<file path="src/rtl/dec_alu_seq_pkg.sv">
`default_nettype none
// +------------------------------------------------------------------+
// | Module      : dec_alu_seq_pkg                                    |
// | Description : Shared defaults and FSM state type for the         |
// |               sequential decrement unit.                         |
// | Revision    : 1.0 - initial release                              |
// +------------------------------------------------------------------+
package dec_alu_seq_pkg;

   // Default operand/result width and step-count width.
   localparam int DEF_WIDTH = 8;
   localparam int DEF_CNT_W = 4;

   // Operation sequencing: wait for operand, count down, hold result.
   typedef enum logic [1:0] {
      IDLE = 2'd0,
      RUN  = 2'd1,
      DONE = 2'd2
   } state_e;

endpackage : dec_alu_seq_pkg
`default_nettype wire

</file>
<file path="src/rtl/dec_alu_seq_if.sv">
`default_nettype none
// +------------------------------------------------------------------+
// | Module      : dec_alu_seq_if                                     |
// | Description : Operand/result handshake bundle of the sequential  |
// |               decrement unit. "slave" is the unit's view,        |
// |               "master" is the producer/consumer view.            |
// | Revision    : 1.0 - initial release                              |
// +------------------------------------------------------------------+
interface dec_alu_seq_if #(
   parameter int WIDTH = 8,
   parameter int CNT_W = 4
);
   // Input side: operand and step count
   logic             in_valid;
   logic             in_ready;
   logic [WIDTH-1:0] numa;
   logic [CNT_W-1:0] steps;

   // Output side: result and flags
   logic             out_valid;
   logic             out_ready;
   logic [WIDTH-1:0] outa;
   logic             borrow;
   logic             zero;

   // Status
   logic             busy;

   modport slave (
      input  in_valid, numa, steps, out_ready,
      output in_ready, out_valid, outa, borrow, zero, busy
   );

   modport master (
      output in_valid, numa, steps, out_ready,
      input  in_ready, out_valid, outa, borrow, zero, busy
   );

endinterface : dec_alu_seq_if
`default_nettype wire

</file>
<file path="src/rtl/dec_alu_seq_dec_step.sv">
`default_nettype none
// +------------------------------------------------------------------+
// | Module      : dec_step                                           |
// | Description : Combinational single-step decrement, a-1 modulo    |
// |               2^WIDTH, flagging the wrap from zero to all-ones.  |
// | Revision    : 1.0 - initial release                              |
// +------------------------------------------------------------------+
module dec_step #(
   parameter int WIDTH = 8
) (
   input  logic [WIDTH-1:0] a_i,
   output logic [WIDTH-1:0] y_o,
   output logic             borrow_o
);

   // Wraps naturally: 0 - 1 gives all-ones, and that is exactly the borrow case.
   assign y_o      = a_i - WIDTH'(1);
   assign borrow_o = (a_i == '0);

endmodule : dec_step
`default_nettype wire

</file>
<file path="src/rtl/dec_alu_seq.sv">
`default_nettype none
// +------------------------------------------------------------------+
// | Module      : dec_alu_seq                                        |
// | Description : Sequential decrement unit. Accepts an operand and  |
// |               a step count, subtracts one per clock, and holds   |
// |               the result with sticky borrow and zero flags until |
// |               the consumer takes it.                             |
// | Revision    : 1.0 - initial release                              |
// +------------------------------------------------------------------+
module dec_alu_seq
   import dec_alu_seq_pkg::*;
#(
   parameter int WIDTH = DEF_WIDTH,
   parameter int CNT_W = DEF_CNT_W
) (
   input  logic          clk,
   input  logic          rst_n,
   dec_alu_seq_if.slave  bus
);

   state_e           state_q, state_d;
   logic [WIDTH-1:0] acc_q,   acc_d;
   logic [CNT_W-1:0] cnt_q,   cnt_d;
   logic             brw_q,   brw_d;

   logic [WIDTH-1:0] dec_y;
   logic             dec_borrow;

   // The only arithmetic in the unit: one decrement applied to the accumulator.
   dec_step #(
      .WIDTH (WIDTH)
   ) u_dec_step (
      .a_i      (acc_q),
      .y_o      (dec_y),
      .borrow_o (dec_borrow)
   );

   // State and datapath registers; reset aborts any operation in flight.
   always_ff @(posedge clk or negedge rst_n) begin
      if (!rst_n) begin
         state_q <= IDLE;
         acc_q   <= '0;
         cnt_q   <= '0;
         brw_q   <= 1'b0;
      end else begin
         state_q <= state_d;
         acc_q   <= acc_d;
         cnt_q   <= cnt_d;
         brw_q   <= brw_d;
      end
   end

   // Next-state and datapath update: load on accept, count down in RUN, hold in DONE.
   always_comb begin
      state_d = state_q;
      acc_d   = acc_q;
      cnt_d   = cnt_q;
      brw_d   = brw_q;

      unique case (state_q)
         IDLE: begin
            if (bus.in_valid) begin
               acc_d   = bus.numa;
               cnt_d   = bus.steps;
               brw_d   = 1'b0;
               state_d = (bus.steps == '0) ? DONE : RUN;
            end
         end

         RUN: begin
            acc_d = dec_y;
            cnt_d = cnt_q - CNT_W'(1);
            // Borrow is sticky: once the operand wraps it stays flagged.
            if (dec_borrow) begin
               brw_d = 1'b1;
            end
            if (cnt_q == CNT_W'(1)) begin
               state_d = DONE;
            end
         end

         DONE: begin
            if (bus.out_ready) begin
               state_d = IDLE;
            end
         end

         default: begin
            state_d = IDLE;
         end
      endcase
   end

   // Flags are only meaningful with a finished result, so they are gated by DONE.
   assign bus.in_ready  = (state_q == IDLE);
   assign bus.out_valid = (state_q == DONE);
   assign bus.busy      = (state_q != IDLE);
   assign bus.outa      = acc_q;
   assign bus.borrow    = (state_q == DONE) && brw_q;
   assign bus.zero      = (state_q == DONE) && (acc_q == '0);

endmodule : dec_alu_seq
`default_nettype wire

</file>
<file path="src/flat_wrapper.sv">
// flat-port wrapper written by rule: the top's interface ports become plain ports
module dec_alu_seq_flat import dec_alu_seq_pkg::*;
#(
   parameter int WIDTH = DEF_WIDTH,
   parameter int CNT_W = DEF_CNT_W
)
  (clk, rst_n, bus_in_valid, bus_numa, bus_steps, bus_out_ready, bus_in_ready, bus_out_valid, bus_outa, bus_borrow, bus_zero, bus_busy);
  dec_alu_seq_if #(.WIDTH(WIDTH), .CNT_W(CNT_W)) bus_i ();
  input  logic clk;
  input  logic rst_n;
  input wire logic [$bits(bus_i.in_valid)-1:0] bus_in_valid;
  input wire logic [$bits(bus_i.numa)-1:0] bus_numa;
  input wire logic [$bits(bus_i.steps)-1:0] bus_steps;
  input wire logic [$bits(bus_i.out_ready)-1:0] bus_out_ready;
  output wire logic [$bits(bus_i.in_ready)-1:0] bus_in_ready;
  output wire logic [$bits(bus_i.out_valid)-1:0] bus_out_valid;
  output wire logic [$bits(bus_i.outa)-1:0] bus_outa;
  output wire logic [$bits(bus_i.borrow)-1:0] bus_borrow;
  output wire logic [$bits(bus_i.zero)-1:0] bus_zero;
  output wire logic [$bits(bus_i.busy)-1:0] bus_busy;
  assign bus_i.in_valid = bus_in_valid;
  assign bus_i.numa = bus_numa;
  assign bus_i.steps = bus_steps;
  assign bus_i.out_ready = bus_out_ready;
  assign bus_in_ready = bus_i.in_ready;
  assign bus_out_valid = bus_i.out_valid;
  assign bus_outa = bus_i.outa;
  assign bus_borrow = bus_i.borrow;
  assign bus_zero = bus_i.zero;
  assign bus_busy = bus_i.busy;
  dec_alu_seq #(.WIDTH(WIDTH), .CNT_W(CNT_W)) u_core (.clk(clk), .rst_n(rst_n), .bus(bus_i));
endmodule
</file>
<file path="config.mk">
export PLATFORM = sky130hd
export DESIGN_NAME = dec_alu_seq_flat
export DESIGN_NICKNAME = d
export VERILOG_FILES = /design/src/rtl/dec_alu_seq_pkg.sv /design/src/rtl/dec_alu_seq_if.sv /design/src/rtl/dec_alu_seq_dec_step.sv /design/src/rtl/dec_alu_seq.sv /design/src/flat_wrapper.sv
export SDC_FILE = /design/constraint.sdc
export NUM_CORES = 1
export LEC_CHECK = 0
export CAP_MARGIN = 20
export CELL_PAD_IN_SITES_DETAIL_PLACEMENT = 0
export CELL_PAD_IN_SITES_GLOBAL_PLACEMENT = 2
export CORE_MARGIN = 1.5
export CORE_UTILIZATION = 29
export DETAILED_ROUTE_END_ITERATION = 8
export GPL_ROUTABILITY_DRIVEN = 0
export PLACE_DENSITY_LB_ADDON = 0.1
export SYNTH_ARGS = -nofsm -noshare
export SYNTH_HDL_FRONTEND = slang
export SYNTH_SLANG_ARGS = --single-unit
</file>
<file path="constraint.sdc">
create_clock -name clk -period 5.1 [get_ports clk]
set_clock_uncertainty 0.2 [all_clocks]
set_input_delay 0.765 -clock clk [delete_from_list [all_inputs] [get_ports clk]]
set_output_delay 0.765 -clock clk [all_outputs]
set_load 0.01 [all_outputs]
</file>
==> impl_metrics.env <==
export IMPL_cp_endpoint="bus_zero"
export IMPL_layout_drive_gt1_share=0.0584
export IMPL_wirelength_mm=2.58
export IMPL_dieHeight_microns=61.5
export IMPL_cts_inserted_buffers=3
export IMPL_port_buffers=28
export IMPL_ant_nets=0
export IMPL_core_area_sq_um=3310
export IMPL_slew_violations=0
export IMPL_max_slew_margin=0.493
export IMPL_cts_sinks=15
export IMPL_post_drt_wl_per_cell_microns=14.1
export IMPL_cts_reportedPaths_clkPinSlew_ns=0.10
export IMPL_endpoint_kind="output port"
export IMPL_r2r_setup_slack_ns=3.11
export IMPL_power_density_nw_per_um2=540
export IMPL_cp_max_fo=8
export IMPL_synth_edff_count=0
export IMPL_synth_nets=130
export IMPL_cts_repair_resized=0
export IMPL_ys_flop_type="dfrtp_1"
export IMPL_p_clk_frac=0.097
export IMPL_comb_power_share=0.555
export IMPL_status="finished clean"
export IMPL_tightest_slew_ns=0.758
export IMPL_fin_util=0.405
export IMPL_clk_latency_ns=0.29
export IMPL_firstDrtPassIters=4
export IMPL_root_buffer="clkbuf_4"
export IMPL_post_cts_buffers=0
export IMPL_worstReg2RegStart="u_core.bus.outa[0]$_DFFE_PN0P_"
export IMPL_vias_per_cell=5.17
export IMPL_synthToLayoutAreaGrowth_pct=35.4
export IMPL_finalSetupViolCount=0
export IMPL_holdBufCountCts=0
export IMPL_p_sw_w=0.000306
export IMPL_globalRouteOverflowTotal=0
export IMPL_io_pins=29
export IMPL_ys_ff_latch=15
export IMPL_num_vias=946
export IMPL_grt_pass1_wl_mm=4.27
export IMPL_finalCritPeriodShare=0.665
export IMPL_critPathLaunchType="flop"
export IMPL_core_rowCount=21
export IMPL_grt_max_degree=32
export IMPL_fillers=373
export IMPL_switching_share=0.423
export IMPL_drt_initial_drc_count=21
export IMPL_cap_violations=0
export IMPL_final_area_sq_um=1340
export IMPL_power_leakage_nw=0.523
export IMPL_synth_cell_area_sq_um=991
export IMPL_internal_power_w=0.000418
export IMPL_r2r_cells=5
export IMPL_antenna_found_initial=0
export IMPL_rsz0062_at_grt="false"
export IMPL_netlist_instances=110
export IMPL_timing_hold_ws_ns=0.318
export IMPL_synth_distinct_cells=32
export IMPL_cts_tree="yes"
export IMPL_hold_violations=0
export IMPL_async_flop_share=1.00
export IMPL_hold_path_class="flop to flop"
export IMPL_fmaxAchievable_mhz=295
export IMPL_final_min_clock_period_ns=3.39
export IMPL_num_antenna_cells=0
export IMPL_cp_arrival_ns=2.43
export IMPL_place_area_sq_um=1310
export IMPL_die_w_microns=61.5
export IMPL_htree_levels=1
export IMPL_fin_nets=158
export IMPL_drc=0
export IMPL_startpoint="u_core.bus.outa[4]$_DFFE_PN0P_"
export IMPL_multi_input_area_sq_um=552
export IMPL_start_util=0.299
export IMPL_power_w=0.000724
export IMPL_post_dp_hpwl_mm=1.81
export IMPL_cts_buffer_depth=2
export IMPL_grt_pass1_vias=963
export IMPL_ys_seq_area_frac=0.379
export IMPL_avgSynthCellArea_sq_um=9.01
export IMPL_tns_ns=0
export IMPL_seq_power_share=0.348
export IMPL_r2r_end="u_core.bus.outa[6]$_DFFE_PN0P_"
export IMPL_grt_total_usage=0.154
export IMPL_vdd_drop_max_mv=0.256
export IMPL_die_area_sq_um=3780
export IMPL_crit_type="flop to output port"
export IMPL_seq_area_sq_um=375
export IMPL_required_ns=4.14
export IMPL_yosys_warnings=0
worst min path at each step:
stage,start,to,slack (ns),cells after the start
2_1_floorplan,rst_n,u_core.brw_q$_DFFE_PN0P_,0.27,0
3_3_place_gp,u_core.brw_q$_DFFE_PN0P_,u_core.brw_q$_DFFE_PN0P_,0.30,2
3_5_place_dp,u_core.brw_q$_DFFE_PN0P_,u_core.brw_q$_DFFE_PN0P_,0.30,2
4_1_cts,u_core.brw_q$_DFFE_PN0P_,u_core.brw_q$_DFFE_PN0P_,0.32,2
5_1_grt,u_core.cnt_q[3]$_DFFE_PN0P_,u_core.cnt_q[3]$_DFFE_PN0P_,0.35,1
6_report,u_core.brw_q$_DFFE_PN0P_,u_core.brw_q$_DFFE_PN0P_,0.32,2
Yosys cell counts, drive strengths merged, types with 4 or more instances:
| cell | n | area, sq um |
|---|---|---|
| o311ai | 4 | 35.0 |
| dfrtp | 15 | 375 |
| nand2b | 5 | 31.3 |
| or3 | 4 | 26.3 |
| ha | 4 | 50.1 |
| clkbuf | 5 | 18.8 |
| nor3b | 7 | 52.6 |
| nor2 | 6 | 22.5 |
| o22a | 7 | 61.3 |
| inv | 11 | 41.3 |
| a31oi | 4 | 25.0 |
| a21oi | 10 | 50.1 |
worst max-delay path: stages, from the launching register on:
cell	delay, ns
dfrtp_1	0.45
or4_4	0.55
or4b_4	0.50
nor2_1	0.10
clkdlybuf4s50_1	0.54
power by group through the flow:
stage	combinational (W)	clock [W]	sequential, W
after floorplan	0.000253	0	0.000240
after global placement	0.000403	0	0.000253
after detailed placement	0.000407	0	0.000255
after CTS	0.000408	0.0000774	0.000253
after global routing	0.000453	0.0000817	0.000267
final	0.000402	0.0000702	0.000252
flip-flops by register name, summed over array words and instances, names as in the netlist:
name             flops
u_core.brw_q         1
u_core.bus.outa      8
u_core.cnt_q         4
u_core.state_q       2
placed cells by master, fill, tap and decap left out, drive strengths merged:
cell	instances
clkdlybuf4s50	28
o311ai	4
ha	4
nand4bb	1
nor4	2
a21oi	10
inv	11
nand2b	5
o21ai	3
nor2b	2
nand3b	1
nor2	6
o22ai	1
a2bb2oi	2
clkinv	1
o32ai	2
and2	3
clkbuf	3
dfrtp	15
o211ai	1
a22o	1
o21bai	2
nor3b	7
or4b	1
nand2	2
a21o	1
a31oi	4
o22a	7
or3	4
buf	1
or4	1
o21a	1
logic make-up (layout without fill, tap and decap cells):
logic type,after synthesis,after routing,share of synthesized area
AO/OA/AOI/OAI,39,39,0.277
AND/OR/NAND/NOR,35,35,0.230
flip-flops,15,15,0.379
buffers and inverters,17,44,0.0644
adder cells (fa/ha/maj),4,4,0.0505
per-stage QoR:
step                setup WS [ns]  std cells
finish                       1.71        183
detailed placement           2.02        179
CTS                          1.68        183
global placement             2.03        179
floorplan                    2.49        110
global route                 1.62        183
cell type report:
cell class | instances | share of cell area
clock buffer | 3 | 0.0168
clock inverter | 1 | 0.00373
inverter | 11 | 0.0308
multi-input combinational | 78 | 0.411
sequential | 15 | 0.280
tap | 46 | 0.0429
timing repair buffer | 29 | 0.215
per-layer routing:
layer  track usage  share of wire  up-vias
li1              -              -      465
met1         0.195           0.45      458
met2         0.264           0.49       19
met3        0.0252          0.044        4
met4        0.0547          0.012        0
met5             0              0        -
Power figures use the tool's default switching activity.
